<file path="src/rtl/truth_table_probe.sv">
// truth_table_probe: sweeps the 8 input rows of a 3-input gate, holds each row
// for SETTLE_CYCLES clocks and samples dut_out on the last one. The result is
// reported as an 8-bit truth-table code, with row 000 in the MSB.
// Optional feature macro: TRUTH_TABLE_PROBE_CHECK_EN adds an `expected` input
// and a `mismatch` flag that compares each finished sweep against `expected`.
module truth_table_probe #(
  parameter int unsigned SETTLE_CYCLES = 4
) (
  input  logic       clk,
  input  logic       rst,
  input  logic       start,
  input  logic       dut_out,
`ifdef TRUTH_TABLE_PROBE_CHECK_EN
  input  logic [7:0] expected,
  output logic       mismatch,
`endif
  output logic       in1,
  output logic       in2,
  output logic       in3,
  output logic       busy,
  output logic       done,
  output logic [7:0] table_code
);

  localparam int unsigned CNT_W  = 8;
  localparam int unsigned ROW_W  = 3;
  localparam int unsigned CODE_W = 8;

  // Value of the settle counter on the last cycle a row is held.
  localparam logic [CNT_W-1:0] SETTLE_LAST = CNT_W'(SETTLE_CYCLES - 1);
  localparam logic [ROW_W-1:0] ROW_LAST    = ROW_W'(7);

  typedef enum logic [1:0] {
    IDLE  = 2'd0,
    APPLY = 2'd1,
    DONE  = 2'd2
  } state_t;

  state_t              state, state_nxt;
  logic [ROW_W-1:0]    row, row_nxt;
  logic [CNT_W-1:0]    cnt, cnt_nxt;
  logic [CODE_W-1:0]   capture, capture_nxt;
  logic [CODE_W-1:0]   code_nxt;
  logic [ROW_W-1:0]    drive_nxt;
  logic                busy_nxt;
  logic                done_nxt;
  logic [ROW_W-1:0]    drive_q;

  // Next-state, row/settle sequencing, capture and registered-output values.
  always_comb begin
    state_nxt   = state;
    row_nxt     = row;
    cnt_nxt     = cnt;
    capture_nxt = capture;
    code_nxt    = table_code;

    unique case (state)
      IDLE: begin
        if (start) begin
          state_nxt   = APPLY;
          row_nxt     = '0;
          cnt_nxt     = '0;
          capture_nxt = '0;
        end
      end

      APPLY: begin
        if (cnt == SETTLE_LAST) begin
          // Row k lands in bit 7-k so row 000 ends up in the MSB.
          capture_nxt[ROW_W'(7) - row] = dut_out;
          cnt_nxt = '0;
          if (row == ROW_LAST) begin
            state_nxt = DONE;
            row_nxt   = '0;
            // Publish together with the done pulse.
            code_nxt  = capture_nxt;
          end else begin
            row_nxt = row + ROW_W'(1);
          end
        end else begin
          cnt_nxt = cnt + CNT_W'(1);
        end
      end

      DONE: begin
        state_nxt = IDLE;
      end

      default: begin
        state_nxt = IDLE;
      end
    endcase

    // Outputs are registered from the next state so they align with it.
    drive_nxt = (state_nxt == APPLY) ? row_nxt : '0;
    busy_nxt  = (state_nxt == APPLY);
    done_nxt  = (state_nxt == DONE);
  end

  // State, sequencing and output registers.
  always_ff @(posedge clk) begin
    if (rst) begin
      state      <= IDLE;
      row        <= '0;
      cnt        <= '0;
      capture    <= '0;
      table_code <= '0;
      drive_q    <= '0;
      busy       <= 1'b0;
      done       <= 1'b0;
    end else begin
      state      <= state_nxt;
      row        <= row_nxt;
      cnt        <= cnt_nxt;
      capture    <= capture_nxt;
      table_code <= code_nxt;
      drive_q    <= drive_nxt;
      busy       <= busy_nxt;
      done       <= done_nxt;
    end
  end

  assign in1 = drive_q[2];
  assign in2 = drive_q[1];
  assign in3 = drive_q[0];

`ifdef TRUTH_TABLE_PROBE_CHECK_EN
  // Compare the finished capture against `expected`, sampled in DONE only.
  always_ff @(posedge clk) begin
    if (rst) begin
      mismatch <= 1'b0;
    end else if (state == DONE) begin
      mismatch <= (capture != expected);
    end
  end
`endif

endmodule

</file>
<file path="config.mk">
export PLATFORM = sky130hd
export DESIGN_NAME = truth_table_probe
export DESIGN_NICKNAME = d
export VERILOG_FILES = /design/src/rtl/truth_table_probe.sv
export SDC_FILE = /design/constraint.sdc
export NUM_CORES = 1
export LEC_CHECK = 0
export CORE_ASPECT_RATIO = 2
export CORE_MARGIN = 2
export CORE_UTILIZATION = 50
export DETAILED_ROUTE_END_ITERATION = 10
export PLACE_DENSITY_LB_ADDON = 0.25
export RECOVER_POWER = 25
export SKIP_CTS_REPAIR_TIMING = 1
export SYNTH_ARGS = -nofsm -noshare
export SYNTH_HDL_FRONTEND = slang
export SYNTH_SLANG_ARGS = --single-unit
</file>
<file path="constraint.sdc">
create_clock -name clk -period 2.65 [get_ports clk]
set_input_delay 0.265 -clock clk [delete_from_list [all_inputs] [get_ports clk]]
set_output_delay 0.265 -clock clk [all_outputs]
set_load 0.05 [all_outputs]
</file>
==> impl_metrics.tcl, run 1 <==
set metrics [dict create \
    status "finished clean" \
    cts_buffer_depth 2 \
    io_pins 17 \
    grt_usage_pct 21.8 \
    cts_tree "done" \
    fin_skew_ns 0.00626 \
    dieArea_um2 3680 \
    endpoint_kind "flip-flop" \
    clock_sinks 34 \
    drv_cap 0 \
    report.final.slew_viol_count 0 \
    critPathArrivalTime_ns 2.59 \
    hpwl_um 2490 \
    crit_type "flip-flop to flip-flop" \
    cp.required_ns 2.87 \
    rsz0062_at_grt "false" \
    hold_viol_final 0 \
    rows 29 \
    core_region_area_um2 3120 \
    critical_path.max_stage_delay_ns 0.61 \
    clock_latency_ns 0.29 \
    synth-simple-area-share_pct 27.0 \
    seqCellArea_um2 681 \
    postPlaceCellArea_um2 1760 \
    io_buffers 16 \
    gp_congestion 0.806 \
    die_y_um 83.8 \
    grt_max_degree 28 \
    grt_pass1_vias 1410 \
    areaGrowthSynthToFinish_pct 16.1 \
    synth_top_family_by_area "simple AND/OR/NAND/NOR gates" \
    synth_compound_area_share_pct 11.2 \
    crit_fanout 14 \
    path_depth 5 \
    cpMaxStageDelayCell "or3_1" \
    worst_pin_slew_ns 0.646 \
    cp_cell_sequence "ha_1 > or4b_4 > or3_1 > a211o_1 > a21oi_1" \
    ant_nets 0 \
    grt.overflow.total 0 \
    ff2ff_path_depth 5 \
    avgSynthCellArea_um2 9.25 \
    drc 0 \
    ys_seq_area_share_pct 42.8 \
    slew_headroom_pct 56.6 \
    synth_fp_nets 179 \
    ys_warn_count 0 \
    path_clk_slew_ns 0.07 \
    period_minus_slack_ns 2.37 \
    setup_viol 0 \
    antenna_cells 0 \
    ir_drop_mv 0.402 \
    dieWidth_um 43.9 \
    whs_path_depth 2 \
    p_leak_nw 0.764 \
    vias 1319 \
    p_per_area_nw_per_um2 521 \
    drt-vias-per-instance 6.05 \
    synth_fa_ha_area_share_pct 2.36 \
    multi_input_area_um2 851 \
    synthCells 172 \
    initialDrtViolationCount 25 \
    dr.pass1.iters 4 \
    ys_ff_latch 34 \
    fin_crit_sh_pct 89.6 \
    fmax_mhz 421 \
    root_buffer "clkbuf_8" \
    synth_xor_area_share_pct 1.10 \
    tns_ns 0 \
    finalWirelength_um 3420 \
    fillers 281 \
    critPathTopFamily "simple AND/OR/NAND/NOR gates" \
    nets 193 \
    start_util_pct 51.0 \
    path_buf_inv 0 \
    crit_path_start_kind "flip-flop" \
    hp-class "flip-flop to flip-flop" \
    fin_area_um2 1850 \
    syn_area_um2 1590 \
    grt_pass1_wl_um 6040 \
    wl_per_cell_um 15.7 \
    antenna_found_initial 0 \
    synth_cell_types 39 \
    final_layout_size_suffix_gt1_share_pct 11.8 \
    numCtsBuffers 5 \
    muxShareOfSynthArea_pct 11.8 \
    h-tree-depth 2 \
    rrSetupSlack_ns 0.28 \
    hold-worst-slack_ns 0.466 \
]
cells by family (layout without fill, tap and decap cells):
family                   Yosys count  count (layout)
AO/OA/AOI/OAI                     27              27
buffers and inverters             14              29
flip-flops                        34              34
AND/OR/NAND/NOR                   74              74
multiplexers                      18              18
XOR/XNOR                           2               2
adder cells (fa/ha/maj)            3               3
Yosys cell counts:
library cell	number	share of area (%)
a211o_1	2	1.1
a21boi_0	1	0.47
a21oi_1	10	3.1
a21oi_2	2	1.1
a22o_1	2	1.1
a22oi_1	1	0.47
a31oi_1	2	0.79
a41oi_1	2	1.1
and2_0	1	0.39
and2_1	2	0.79
and3_2	2	0.94
buf_6	1	0.71
clkbuf_1	10	2.4
dfxtp_1	34	43
ha_1	3	2.4
inv_1	3	0.71
mux2_2	6	4.2
mux2i_1	12	7.5
nand2_1	7	1.7
nand2b_1	2	0.79
nand3_1	12	3.8
nand3b_1	4	1.9
nand4_1	2	0.79
nand4b_1	6	3.3
nor2_1	17	4.0
nor2b_1	1	0.39
nor3_1	4	1.3
nor3b_1	6	2.8
nor4b_1	1	0.55
o21a_1	1	0.47
o21ai_0	3	0.94
o21bai_1	1	0.47
or2_1	2	0.79
or3_1	2	0.79
or3b_2	1	0.55
or4_4	1	0.71
or4b_4	1	0.86
xnor2_1	1	0.55
xor2_1	1	0.55
through the flow:
step	worst slack, ns	power, W	instances	util (%)
finish	0.276	0.000963	218	59.2
global route	0.171	0.00100	218	59.2
CTS	0.290	0.000977	218	59.2
detailed placement	0.310	0.000578	210	56.3
global placement	0.394	0.000576	210	56.3
floorplan	0.449	0.000561	172	-
area by class of cell:
cell class	count	share of cell area (%)
Multi-Input combinational cell	124	46.0
Sequential cell	34	36.8
Inverter	3	0.609
Clock inverter	1	0.271
Timing Repair Buffer	18	9.48
Tap cell	31	2.10
Clock buffer	7	4.67
registers in the layout, indices dropped and copies added (netlist names):
register / count
busy: 1
capture: 8
cnt: 8
done: 1
drive_q: 3
row: 3
state: 2
table_code: 8
report_power, final:
group	switching [W]	leakage (nW)	internal, W
sequential	0.00000603	0.275	0.000515
combinational	0.0000300	0.442	0.0000146
clock	0.000188	0.0482	0.000209
total	0.000224	0.764	0.000739
worst min-delay path: stages, from the launching register on:
cell	delay [ns]
dfxtp_1	0.31
nand3_1	0.06
a21oi_1	0.05
cells in the final DEF (no fill, tap or decap), types with 5 or more instances in the layout:
cell	Yosys	layout
nand4b_1	6	6
nor3b_1	6	6
dlygate4sd3_1	0	11
clkdlybuf4s50_1	0	5
mux2_2	6	6
dfxtp_1	34	34
nand3_1	12	12
nand2_1	7	7
nor2_1	17	17
mux2i_1	12	12
a21oi_1	10	10
clkbuf_8	0	6
final timing paths:
kind / startpoint / to
min reg2reg: capture[0] / capture[0]
max: cnt[0] / capture[7]
max reg2reg: cnt[0] / capture[7]
min: capture[0] / capture[0]
metal layers:
metal | vias up | wire length (um) | track usage (%)
li1 | 645 | - | -
met1 | 650 | 1350 | 22.2
met2 | 17 | 1900 | 38.1
met3 | 7 | 78 | 4.55
met4 | 0 | 85 | 12.7
met5 | - | 0 | 0
(Power assumes the default switching activity.)
==> run 2, diff against run 1 <==
Settings changed: RECOVER_POWER 25 to 50.
==> impl_metrics.tcl, run 2 (synthesis results as in run 1) <==
set metrics [dict create \
    status "finished clean" \
    reg.largest.list "capture (8), cnt (8), table_code (8)" \
    final_common_cell "dfxtp_1" \
    p_leak_nw 0.764 \
    fmax_mhz 418 \
    layout_common_cells "34 x dfxtp_1, 17 x nor2_1, 13 x dlygate4sd3_1" \
    hold_viol_final 0 \
    start_util_pct 51.0 \
    period_minus_slack_ns 2.39 \
    nets 193 \
    ant_nets 0 \
    crit_start "cnt[0]" \
    r2r_end "capture[7]" \
    grt_use_met2_pct 38.1 \
    cp.required_ns 2.87 \
    core_region_area_um2 3120 \
    slew_headroom_pct 56.8 \
    clock_sinks 34 \
    cts_tree "done" \
    busiest_layer "met2" \
    io_pins 17 \
    drv_cap 0 \
    grt_usage_pct 21.8 \
    hold-worst-slack_ns 0.465 \
    areaGrowthSynthToFinish_pct 15.6 \
    antenna_cells 0 \
    fillers 283 \
    io_buffers 16 \
    rsz0062_at_grt "false" \
    cts_buffer_depth 2 \
    drt-vias-per-instance 6.06 \
    grtUsageMet1_pct 22.2 \
    crit_type "flip-flop to flip-flop" \
    crit_end "capture[7]" \
    die_y_um 83.8 \
    report.final.slew_viol_count 0 \
    h-tree-depth 2 \
    hp-class "flip-flop to flip-flop" \
    fin_skew_ns 0.00682 \
    path_clk_slew_ns 0.07 \
    clock_latency_ns 0.29 \
    endpoint_kind "flip-flop" \
    dr.pass1.iters 4 \
    rrSetupSlack_ns 0.26 \
    crit_path_start_kind "flip-flop" \
    critPathArrivalTime_ns 2.61 \
    final_layout_size_suffix_gt1_share_pct 10.7 \
    fin_crit_sh_pct 90.3 \
    wl_per_cell_um 15.7 \
    use_met3_pct 4.55 \
    drc 0 \
    finalWorstSetupSlack_ns 0.257 \
    gp_congestion 0.806 \
    timing.rr.start "cnt[0]" \
    dieArea_um2 3680 \
    vias 1320 \
    crit_fanout 14 \
    grt_pass1_wl_um 6040 \
    p_per_area_nw_per_um2 523 \
    dieWidth_um 43.9 \
    antenna_found_initial 0 \
    rows 29 \
    setup_viol 0 \
    hpwl_um 2490 \
    numCtsBuffers 5 \
    tns_ns 0 \
    ir_drop_mv 0.402 \
    finalWirelength_um 3430 \
    root_buffer "clkbuf_8" \
    initialDrtViolationCount 23 \
    worst_pin_slew_ns 0.643 \
    place_ws_ns 0.310 \
    ff2ff_path_depth 5 \
    utilization_pct 59.0 \
    grt.overflow.total 0 \
    grt_pass1_vias 1410 \
    grt_max_degree 28 \
]
run 2: worst max-delay path: stages (launching register included):
cell,delay [ns]
dfxtp_1,0.43
ha_1,0.29
or4b_1,0.51
or3_1,0.62
a211o_1,0.34
a21oi_1,0.14
run 2: worst min-delay path by stage:
stage / from / end / cells after the start
4_1_cts: capture[5] / capture[5] / 2
5_1_grt: capture[4] / capture[4] / 2
6_report: capture[0] / capture[0] / 2
3_5_place_dp: capture[5] / capture[5] / 2
3_3_place_gp: capture[2] / capture[2] / 2
2_1_floorplan: capture[0] / capture[0] / 2
run 2: through the flow:
| stage | cell area, um^2 | instances | power, W |
|---|---|---|---|
| after floorplan | 1590 | 172 | 0.000561 |
| after global routing | 1840 | 218 | 0.00100 |
| after global placement | 1760 | 210 | 0.000576 |
| final | 1840 | 218 | 0.000963 |
| after CTS | 1850 | 218 | 0.000977 |
| after detailed placement | 1760 | 210 | 0.000578 |
run 2: power breakdown:
group / total [W] / switching (W) / internal, W / leakage [nW]
clock network: 0.000398 / 0.000188 / 0.000209 / 0.0482
logic: 0.0000444 / 0.0000299 / 0.0000145 / 0.441
registers: 0.000521 / 0.00000602 / 0.000515 / 0.275
run 2: final cells by class:
cell class / count / area [um^2] / share of cell area, %
clock buffer: 7 / 86.3 / 4.69
clock inverter: 1 / 5.00 / 0.272
inverter: 3 / 11.3 / 0.612
multi-input combinational: 124 / 847 / 46.0
sequential: 34 / 681 / 37.0
tap: 31 / 38.8 / 2.11
timing repair buffer: 18 / 171 / 9.31
run 2: metal layers:
layer  wire (um)  part of all wire (%)
met1        1340                    39
met2        1910                    56
met3          83                   2.4
met4          85                   2.5
met5           0                     0
==> run 3, diff against run 2 <==
Settings changed: MAX_ROUTING_LAYER from default to met4.
==> impl_metrics.tcl, run 3 (synthesis results as in run 1) <==
set metrics [dict create \
    worst_pin_slew_ns 0.646 \
    hold_viol_final 0 \
    grt_pass1_vias 1409 \
    status "finished clean" \
    hp-class "flip-flop to flip-flop" \
    drt-vias-per-instance 6.06 \
    finalWirelength_um 3410 \
    p_comb_share_pct 4.6 \
    ff2ff_path_depth 5 \
    crit_path_start_kind "flip-flop" \
    rsz0062_at_grt "false" \
    critPathArrivalTime_ns 2.61 \
    grt_usage_pct 22.3 \
    fin_crit_sh_pct 90.1 \
    crit_type "flip-flop to flip-flop" \
    grt.overflow.total 0 \
    fmax_mhz 419 \
    reg.largest.list "capture (8), cnt (8), table_code (8)" \
    rrSetupSlack_ns 0.26 \
    crit_fanout 14 \
    path_buf_inv 0 \
    grt_max_degree 28 \
    path_clk_slew_ns 0.07 \
    start_util_pct 51.0 \
    grt_pass1_wl_um 6040 \
    antenna_found_initial 0 \
    power_frac_seq_pct 54.1 \
    ant_nets 0 \
    nets 193 \
    total_power_w 0.000963 \
    cp.required_ns 2.87 \
    critical_path.max_stage_delay_ns 0.62 \
    dieWidth_um 43.9 \
    core_region_area_um2 3120 \
    final_layout_size_suffix_gt1_share_pct 10.7 \
    endpoint_kind "flip-flop" \
    ir_drop_mv 0.402 \
    timing.rr.start "cnt[0]" \
    switching_power_w 0.000224 \
    antenna_cells 0 \
    clkPwrFrac_pct 41.3 \
    final_common_cell "dfxtp_1" \
    root_buffer "clkbuf_8" \
    initialDrtViolationCount 21 \
    numCtsBuffers 5 \
    cp_cell_sequence "ha_1 > or4b_1 > or3_1 > a211o_1 > a21oi_1" \
    setup_viol 0 \
    p_leak_nw 0.764 \
    areaGrowthSynthToFinish_pct 15.6 \
    drc 0 \
    rows 29 \
    cts_tree "done" \
    clock_sinks 34 \
    drv_cap 0 \
    cpMaxStageDelayCell "or3_1" \
    min_to "capture[0]" \
    io_pins 17 \
    hpwl_um 2490 \
    gp_congestion 0.818 \
    critPathTopFamily "simple AND/OR/NAND/NOR gates" \
    wl_per_cell_um 15.6 \
    internal-power_w 0.000739 \
    hold-worst-slack_ns 0.465 \
    slew_headroom_pct 56.5 \
    fin_skew_ns 0.00682 \
    switching_share_pct 23.2 \
    dieArea_um2 3680 \
    report.final.slew_viol_count 0 \
    tns_ns 0 \
    dr.pass1.iters 4 \
    layout_common_cells "34 x dfxtp_1, 17 x nor2_1, 13 x dlygate4sd3_1" \
    period_minus_slack_ns 2.39 \
    clock_latency_ns 0.29 \
    io_buffers 16 \
    min-delay-start "capture[0]" \
    vias 1320 \
    cts_buffer_depth 2 \
    die_y_um 83.8 \
    whs_path_depth 2 \
    p_per_area_nw_per_um2 523 \
    h-tree-depth 2 \
    r2r_end "capture[7]" \
]
## run 3: cell counts in the layout (fill, tap and decap cells not counted)
Identical to the previous run, type by type.
## run 3: area by class of cell
| cell class | instances | area (um^2) |
|---|---|---|
| Clock buffer | 7 | 86.3 |
| Multi-Input combinational cell | 124 | 847 |
| Timing Repair Buffer | 18 | 171 |
| Sequential cell | 34 | 681 |
| Tap cell | 31 | 38.8 |
| Clock inverter | 1 | 5.00 |
| Inverter | 3 | 11.3 |
| Fill cell | 283 | 1280 |
## run 3: worst max path at each step
stage	startpoint	to	cells after the start
4_1_cts	cnt[0]	capture[7]	5
3_5_place_dp	cnt[0]	capture[7]	5
2_1_floorplan	cnt[0]	table_code[7]	6
5_1_grt	cnt[1]	capture[5]	5
3_3_place_gp	cnt[0]	capture[7]	5
6_report	cnt[0]	capture[7]	5
## run 3: layer usage
layer | vias to the layer above | track usage, % | wire length (um)
li1 | 645 | - | -
met1 | 648 | 22.2 | 1320
met2 | 21 | 38.1 | 1910
met3 | 6 | 4.55 | 85
met4 | 0 | 12.7 | 86
met5 | - | - | 0
## run 3: worst reg2reg max path: cells and delay by family (launching register included)
| kind | cells | cell delay [ns] |
|---|---|---|
| AO/OA/AOI/OAI | 2 | 0.48 |
| adder cells (fa/ha/maj) | 1 | 0.29 |
| flip-flops | 1 | 0.43 |
| AND/OR/NAND/NOR | 2 | 1.13 |
## run 3: per-stage QoR
stage,cell area (um^2),std cells,setup slack [ns],util (%)
6_report,1840,218,0.263,59.0
2_1_floorplan,1590,172,0.449,-
5_1_grt,1840,218,0.150,59.0
3_5_place_dp,1760,210,0.310,56.3
4_1_cts,1850,218,0.290,59.2
3_3_place_gp,1760,210,0.394,56.3
## run 3: power by group through the flow
stage | clock, W | combinational (W) | sequential (W)
finish | 0.000397 | 0.0000444 | 0.000521
global route | 0.000433 | 0.0000504 | 0.000521
CTS | 0.000410 | 0.0000456 | 0.000521
detailed placement | 0 | 0.0000454 | 0.000533
global placement | 0 | 0.0000440 | 0.000532
floorplan | 0 | 0.0000281 | 0.000533
